**src/rtl/alu_serial_addsub.sv**
```systemverilog
// Multi-cycle adder/subtractor: DIGIT bits per cycle through a registered carry,
// valid/ready on both sides, NZCV flags registered alongside the result.
module alu_serial_addsub #(
   parameter int unsigned WIDTH = 32,
   parameter int unsigned DIGIT = 8
) (
   input  logic             clk,
   input  logic             rst_n,
   input  logic             in_valid,
   output logic             in_ready,
   input  logic [WIDTH-1:0] a_in,
   input  logic [WIDTH-1:0] b_in,
   input  logic             cin,
   input  logic             sub,
   output logic             out_valid,
   input  logic             out_ready,
   output logic [WIDTH-1:0] diff,
   output logic             c,
   output logic             v,
   output logic             z,
   output logic             n
);

   localparam int unsigned N  = WIDTH / DIGIT;
   localparam int unsigned CW = $clog2(N + 1);
   localparam logic [CW-1:0] LAST = CW'(N);

   generate
      if (DIGIT == 0 || (WIDTH % DIGIT) != 0) begin : g_bad_digit
         $error("alu_serial_addsub: WIDTH must be a non-zero multiple of DIGIT");
      end
   endgenerate

   typedef enum logic [1:0] {IDLE, RUN, DONE} state_e;

   state_e           state_q, state_d;
   logic [WIDTH-1:0] a_q, a_d;
   logic [WIDTH-1:0] b_q, b_d;
   logic [WIDTH-1:0] res_q, res_d;
   logic             carry_q, carry_d;
   logic [CW-1:0]    cnt_q, cnt_d;
   logic             a_msb_q, a_msb_d;
   logic             b_msb_q, b_msb_d;
   logic [WIDTH-1:0] diff_q, diff_d;
   logic             c_q, c_d;
   logic             v_q, v_d;
   logic             z_q, z_d;
   logic             n_q, n_d;
   logic [DIGIT:0]   dsum;
   logic             fin;

   always_ff @(posedge clk or negedge rst_n) begin
      if (!rst_n) begin
         state_q <= IDLE;
         a_q     <= '0;
         b_q     <= '0;
         res_q   <= '0;
         carry_q <= 1'b0;
         cnt_q   <= '0;
         a_msb_q <= 1'b0;
         b_msb_q <= 1'b0;
         diff_q  <= '0;
         c_q     <= 1'b0;
         v_q     <= 1'b0;
         z_q     <= 1'b0;
         n_q     <= 1'b0;
      end else begin
         state_q <= state_d;
         a_q     <= a_d;
         b_q     <= b_d;
         res_q   <= res_d;
         carry_q <= carry_d;
         cnt_q   <= cnt_d;
         a_msb_q <= a_msb_d;
         b_msb_q <= b_msb_d;
         diff_q  <= diff_d;
         c_q     <= c_d;
         v_q     <= v_d;
         z_q     <= z_d;
         n_q     <= n_d;
      end
   end

   // RUN spends N cycles on digits plus one cycle publishing result and flags.
   assign fin = (state_q == RUN) && (cnt_q == LAST);

   always_comb begin
      state_d = state_q;
      case (state_q)
         IDLE:    if (in_valid)  state_d = RUN;
         RUN:     if (fin)       state_d = DONE;
         DONE:    if (out_ready) state_d = IDLE;
         default: state_d = IDLE;
      endcase
   end

   always_comb begin
      a_d     = a_q;
      b_d     = b_q;
      res_d   = res_q;
      carry_d = carry_q;
      cnt_d   = cnt_q;
      a_msb_d = a_msb_q;
      b_msb_d = b_msb_q;
      diff_d  = diff_q;
      c_d     = c_q;
      v_d     = v_q;
      z_d     = z_q;
      n_d     = n_q;
      dsum    = {1'b0, a_q[DIGIT-1:0]} + {1'b0, b_q[DIGIT-1:0]} + {{DIGIT{1'b0}}, carry_q};
      case (state_q)
         IDLE: begin
            if (in_valid) begin
               a_d     = a_in;
               b_d     = sub ? ~b_in : b_in;
               carry_d = cin ^ sub;
               cnt_d   = '0;
               a_msb_d = a_in[WIDTH-1];
               b_msb_d = sub ? ~b_in[WIDTH-1] : b_in[WIDTH-1];
            end
         end
         RUN: begin
            if (fin) begin
               diff_d = res_q;
               c_d    = carry_q;
               n_d    = res_q[WIDTH-1];
               z_d    = (res_q == '0);
               v_d    = (a_msb_q == b_msb_q) && (res_q[WIDTH-1] != a_msb_q);
            end else begin
               // New digit enters at the top so after N steps digit 0 sits at the bottom.
               res_d   = (res_q >> DIGIT) | (WIDTH'(dsum[DIGIT-1:0]) << (WIDTH - DIGIT));
               a_d     = a_q >> DIGIT;
               b_d     = b_q >> DIGIT;
               carry_d = dsum[DIGIT];
               cnt_d   = cnt_q + CW'(1);
            end
         end
         default: ;
      endcase
   end

   always_comb begin
      in_ready  = (state_q == IDLE);
      out_valid = (state_q == DONE);
      diff      = diff_q;
      c         = c_q;
      v         = v_q;
      z         = z_q;
      n         = n_q;
   end

endmodule
```
**config.mk**
```make
export PLATFORM = sky130hd
export DESIGN_NAME = alu_serial_addsub
export DESIGN_NICKNAME = d
export VERILOG_FILES = /design/src/rtl/alu_serial_addsub.sv
export SDC_FILE = /design/constraint.sdc
export NUM_CORES = 1
export LEC_CHECK = 0
export BUFFER_PORTS_ARGS = -buffer_cell sky130_fd_sc_hd__buf_2
export CORE_AREA = 2 2 116 118
export DETAILED_ROUTE_END_ITERATION = 6
export DIE_AREA = 0 0 118 120
export PLACE_DENSITY = 0.71
export SLEW_MARGIN = 20
export SYNTH_ARGS = -nofsm -noshare
export SYNTH_HDL_FRONTEND = slang
export SYNTH_SLANG_ARGS = --single-unit
```
**constraint.sdc**
```tcl
create_clock -name clk -period 2.1 [get_ports clk]
set_input_delay 0.105 -clock clk [delete_from_list [all_inputs] [get_ports clk]]
set_output_delay 0.105 -clock clk [all_outputs]
set_load 0.01 [all_outputs]
```
## Word-level counts from Yosys, hierarchy flattened

Index checks and enable logic that the tools add are counted.

| word-level totals | value |
|---|---|
| flip-flop bits (word level) | 140 |
| word-level logic and storage cells | 58 |

| cells by class | value |
|---|---|
| $add $sub $neg | 3 |
| eq/ne operators | 9 |
| mux-type cells | 18 |
| bitwise logic cells | 5 |
| reductions and logical operators | 10 |

Operators with widths:

| operator | count |
|---|---|
| 2-to-1 mux 32 bit | 5 |
| one-hot mux 32 bit (2 select lines) | 2 |
| zero test 32 bit | 1 |
| inverter 32 bit | 1 |
| bitwise OR 24 x 32 -> 32 bit | 1 |
| adder 8 x 8 -> 9 bit | 1 |
| adder 9 x 1 -> 9 bit | 1 |
| 2-to-1 mux 2 bit | 3 |
| 2-to-1 mux 3 bit | 2 |
| != test 2 bit, second input constant | 3 |
| one-hot mux 2 bit (3 select lines) | 1 |
| one-hot mux 3 bit (2 select lines) | 1 |
| AND reduction 2 bit | 3 |
| AND reduction 3 bit | 2 |
| adder 3 x 1 -> 3 bit, second input constant | 1 |
| == test 3 bit, second input constant | 1 |
| 2-to-1 mux 1 bit | 3 |
| == test 2 x 1 -> 1 bit, second input constant | 1 |
| == test 2 bit, second input constant | 1 |
| logical AND 1 bit | 2 |
| zero test 2 bit | 1 |
| != test 2 x 1 -> 1 bit, second input constant | 1 |
| inverter 1 bit | 2 |
| one-hot mux 1 bit (2 select lines) | 1 |
| other kinds (4) | 4 |

## Logic depth before layout (Yosys ltp)

| logic depth | value |
|---|---|
| depth in word-level cells | 4 |
| depth in mapped cells | 8 |
| depth with buffers taken out | 7 |

## Least setup slack after synthesis

Ideal clock, no wire load.

| timing path | value |
|---|---|
| path kind | register to register |
| start | reg a_q[0] |
| end | reg res_q[30] |
| arrival time | 1947 ps |
| required time | 2031 ps |
| path slack | 84 ps |
| stages on the path, launching flop included | 8 |
| period minus slack after synthesis | 2016 ps |
| cells stage by stage | dfrtp_1 -> fa_1 -> inv_1 -> fa_1 -> nor2b_1 -> o31a_1 -> or4_1 -> nand3_1 |

| on the way | value |
|---|---|
| word-level cells in the longest chain between the ends | 3 |

Ends and longest elaborated chain:

| item | line | text |
|---|---|---|
| start: declaration | 37 | `logic [WIDTH-1:0] a_q, a_d;` |
| start signal: assignment | 55 | `a_q <= '0;` |
| start signal: assignment | 69 | `a_q <= a_d;` |
| adder 8 x 8 -> 9 bit | 110 | `dsum = {1'b0, a_q[DIGIT-1:0]} + {1'b0, b_q[DIGIT-1:0]} + {{DIGIT{1'b0}}, carry_q};` |
| adder 9 x 1 -> 9 bit | 110 |  |
| bitwise OR 24 x 32 -> 32 bit | 131 | `res_d = (res_q >> DIGIT) \| (WIDTH'(dsum[DIGIT-1:0]) << (WIDTH - DIGIT));` |
| end signal: assignment | 71 | `res_q <= res_d;` |
| end: declaration | 39 | `logic [WIDTH-1:0] res_q, res_d;` |

No other way between the ends.
A chain may end at the register's enable or synchronous reset.

## Worst setup path after layout

| timing path | value |
|---|---|
| start | reg carry_q |
| end | reg res_q[30] |

| on the way | value |
|---|---|
| word-level cells in the longest chain between the ends | 2 |

Ends and longest elaborated chain:

| item | line | text |
|---|---|---|
| start: declaration | 40 | `logic carry_q, carry_d;` |
| start signal: assignment | 72 | `carry_q <= carry_d;` |
| adder 9 x 1 -> 9 bit | 110 |  |
| bitwise OR 24 x 32 -> 32 bit | 131 |  |

No other way between the ends.

==> results.toml <==
[status]
status = "complete, no violations"

[detailed_routing]
drt_iter0_drc = 291
vias_per_cell = 5.13
drc = 0
ant_nets = 0
dr.pass1.iters = 4
wl_mm = 14.1
post_drt_wl_per_cell_um = 15.0
vias = 4829

[grt]
antenna_found_initial = 0
grt_pass1_wl_mm = 23.4
grt_max_degree = 92
grtUsageTotal = 0.211
overflow = 0
grt_pass1_vias = 4765

[place]
dpl.hpwl_mm = 9.59
pre_cts_slack_ns = 0.0352
place_congestion = 0.837
placed_cells = 877
numPortBuffers = 107

[floorplan]
core_area_um2 = 13000
ios = 108
std_cell_rows = 42
fp.dieH_um = 120
die-area_um2 = 14200
die_x_um = 118
initial_core_util = 0.499

[worst_setup_path]
r2r_setup_slack_ns = 0.08
crit_slowest_cell = "or4_1"
path_common_cell = "fa_2"
r2r_start = "carry_q"
rr_worst_depth = 7
arrival_ns = 2.38
worstPathRequired_ns = 2.46
startpoint_type = "flop"
crit_chain = "fa_2 > inv_1 > fa_2 > nor2b_1 > o31a_1 > or4_1 > nand3_1"
setup.worst_path.end_class = "flop"
cp_top_family = "adder cells"
max_stage_delay_ns = 0.46
worstPathMaxFanout = 3
crit_type = "reg -> reg"
crit_buf_inv = 1
r2r_end = "res_q[30]"

[synth]
synth_edf_count = 0
synth_area_um2 = 6480
syn_area_per_cell_um2 = 10.5
yosys.cell_types.count = 45
syn_inst = 615
yosys_register_bits = 139
async_flop_share = 1.00
ys_warn_count = 0
syn_nets = 696
synth-seq-area-share = 0.537
ys.flop_type = "dfrtp_1"

[timing]
drv_slew = 0
worst_slack_ns = 0.0796
tightest_slew_ns = 0.577
tns_ns = 0
timing.fmax_ghz = 0.495
slew_headroom = 0.615
setup-violations-final = 0
finalCriticalPeriod_ns = 2.02
fin_skew_ns = 0.00428
finalCritPeriodShare = 0.962
finalHoldViolCount = 0

[finish]
area_growth_syn_to_layout_pct = 26.1
layout-drive-gt1-share = 0.260
instances_no_fill = 941
final_util = 0.630
regArea_um2 = 3480
nets = 833
fillers = 1055
multi_input_area_um2 = 2750
n_antenna_cell = 0

[min_path]
hold_class = "in -> reg"
worstHoldStart = "a_in[13]"
whs_endpoint = "a_q[13]"
min_path_cells = 3

[power]
vdd_drop_max_uv = 902
power.density_nw_per_um2 = 1640
p_leak_uw = 0.00406
finalPower_uw = 13400

[clocking]
root_buffer = "clkbuf_16"
clk_pin_slew_worst_paths_ns = 0.06
tritoncts = "yes"
cts_sinks = 139
clk_latency_ns = 0.43
clockBufferDepth = 2
htreeDepth = 4
numCtsBuffers = 17

[flow_run]
cap_violations = 0
-- sequential cells by signal, summed over array words and instances (netlist names), 2 cells and up --
| name | cells |
|---|---|
| res_q | 32 |
| b_q | 32 |
| cnt_q | 3 |
| a_q | 32 |
| state_q | 2 |
| diff | 32 |
-- cells by family after synthesis --
group           count (synthesis)  synth area share
flops                         139             0.537
simple gates                  202             0.132
fa+ha+maj                      11            0.0236
xor+xnor                       36            0.0487
compound gates                121             0.113
buf+inv                        48            0.0417
mux                            58             0.105
-- metal layers --
layer  wire length (um)  share of wire  vias up  GRT usage
li1                   -              -     2373          -
met1               6250           0.44     2287      0.267
met2               6860           0.49      139      0.346
met3                633          0.045       30     0.0466
met4                384          0.027        0      0.102
met5                  0              0        -          0
-- cell usage after synthesis, types with 10 or more instances --
cell,number,share of area
nor2_1,31,0.018
dfrtp_1,139,0.54
buf_2,15,0.012
mux2i_1,24,0.037
clkbuf_1,10,0.0058
o21ai_0,47,0.036
a21oi_1,28,0.022
mux2_4,15,0.035
o21ai_1,13,0.010
nand2_1,138,0.080
a22o_1,15,0.020
xnor2_1,25,0.034
xor2_1,11,0.015
mux2_2,19,0.033
-- cell type report --
class	instances	area share
clock buffer	20	0.0559
clock inverter	12	0.0237
inverter	9	0.00413
multi-input combinational	428	0.336
sequential	139	0.426
tap	176	0.0269
timing repair buffer	157	0.128
-- worst max path at each step --
stage	start	cells past startpoint	slack, ns	end
detailed placement	a_q[0]	7	0.04	res_q[30]
finish	carry_q	7	0.08	res_q[30]
floorplan	a_q[0]	7	0.08	res_q[30]
global route	carry_q	7	-0.001	res_q[30]
global placement	a_q[0]	7	0.06	res_q[30]
CTS	a_q[0]	7	0.02	res_q[30]
-- power breakdown --
group	internal, uW	switching (uW)	total (uW)
clock network	2160	1120	3280
registers	3920	885	4810
logic	2370	2950	5310
total	8450	4950	13400
-- cells in the final DEF (no fill, tap or decap), types with 3 or more instances in the layout --
| cell | netlist | final |
|---|---|---|
| dfrtp_1 | 139 | 139 |
| nand2_1 | 138 | 138 |
| buf_2 | 15 | 106 |
| o21ai_0 | 47 | 47 |
| nor2_1 | 31 | 31 |
| dlygate4sd3_1 | 0 | 30 |
| a21oi_1 | 28 | 28 |
| xnor2_1 | 25 | 25 |
| mux2i_1 | 24 | 24 |
| mux2_2 | 19 | 19 |
| clkbuf_16 | 0 | 17 |
| buf_4 | 9 | 16 |
| a22o_1 | 15 | 15 |
| mux2_4 | 15 | 15 |
| o21ai_1 | 13 | 13 |
| xor2_1 | 11 | 11 |
| inv_1 | 9 | 9 |
| ha_1 | 9 | 9 |
| nor4_1 | 8 | 8 |
| nand2b_1 | 5 | 5 |
| nand3_1 | 5 | 5 |
| bufinv_16 | 0 | 5 |
| clkinv_2 | 0 | 4 |
| buf_12 | 0 | 4 |
| o21a_1 | 3 | 3 |
| nand4_1 | 3 | 3 |
-- worst reg2reg max path: stages (launching register included) --
cell	delay (ns)
dfrtp_1	0.41
fa_2	0.41
inv_1	0.09
fa_2	0.20
nor2b_1	0.05
o31a_1	0.24
or4_1	0.46
nand3_1	0.09
-- stage by stage --
stage / hold slack, ns / instance area, um^2
final: 0.0107 / 8170
after global routing: 0.0213 / 8170
after CTS: 0.00186 / 8150
after detailed placement: 0.119 / 7200
after global placement: 0.114 / 7200
after floorplan: -0.191 / 6480
-- timing repair --
item / CTS / global route
endpoints found under the hold margin: 88 / 0
endpoints found under the setup margin: 0 / 3
gates resized for setup: 0 / 2
buffers inserted: 0 / 2
hold buffers: 30 / 0
Note: power is estimated with default switching activity, not from simulation.
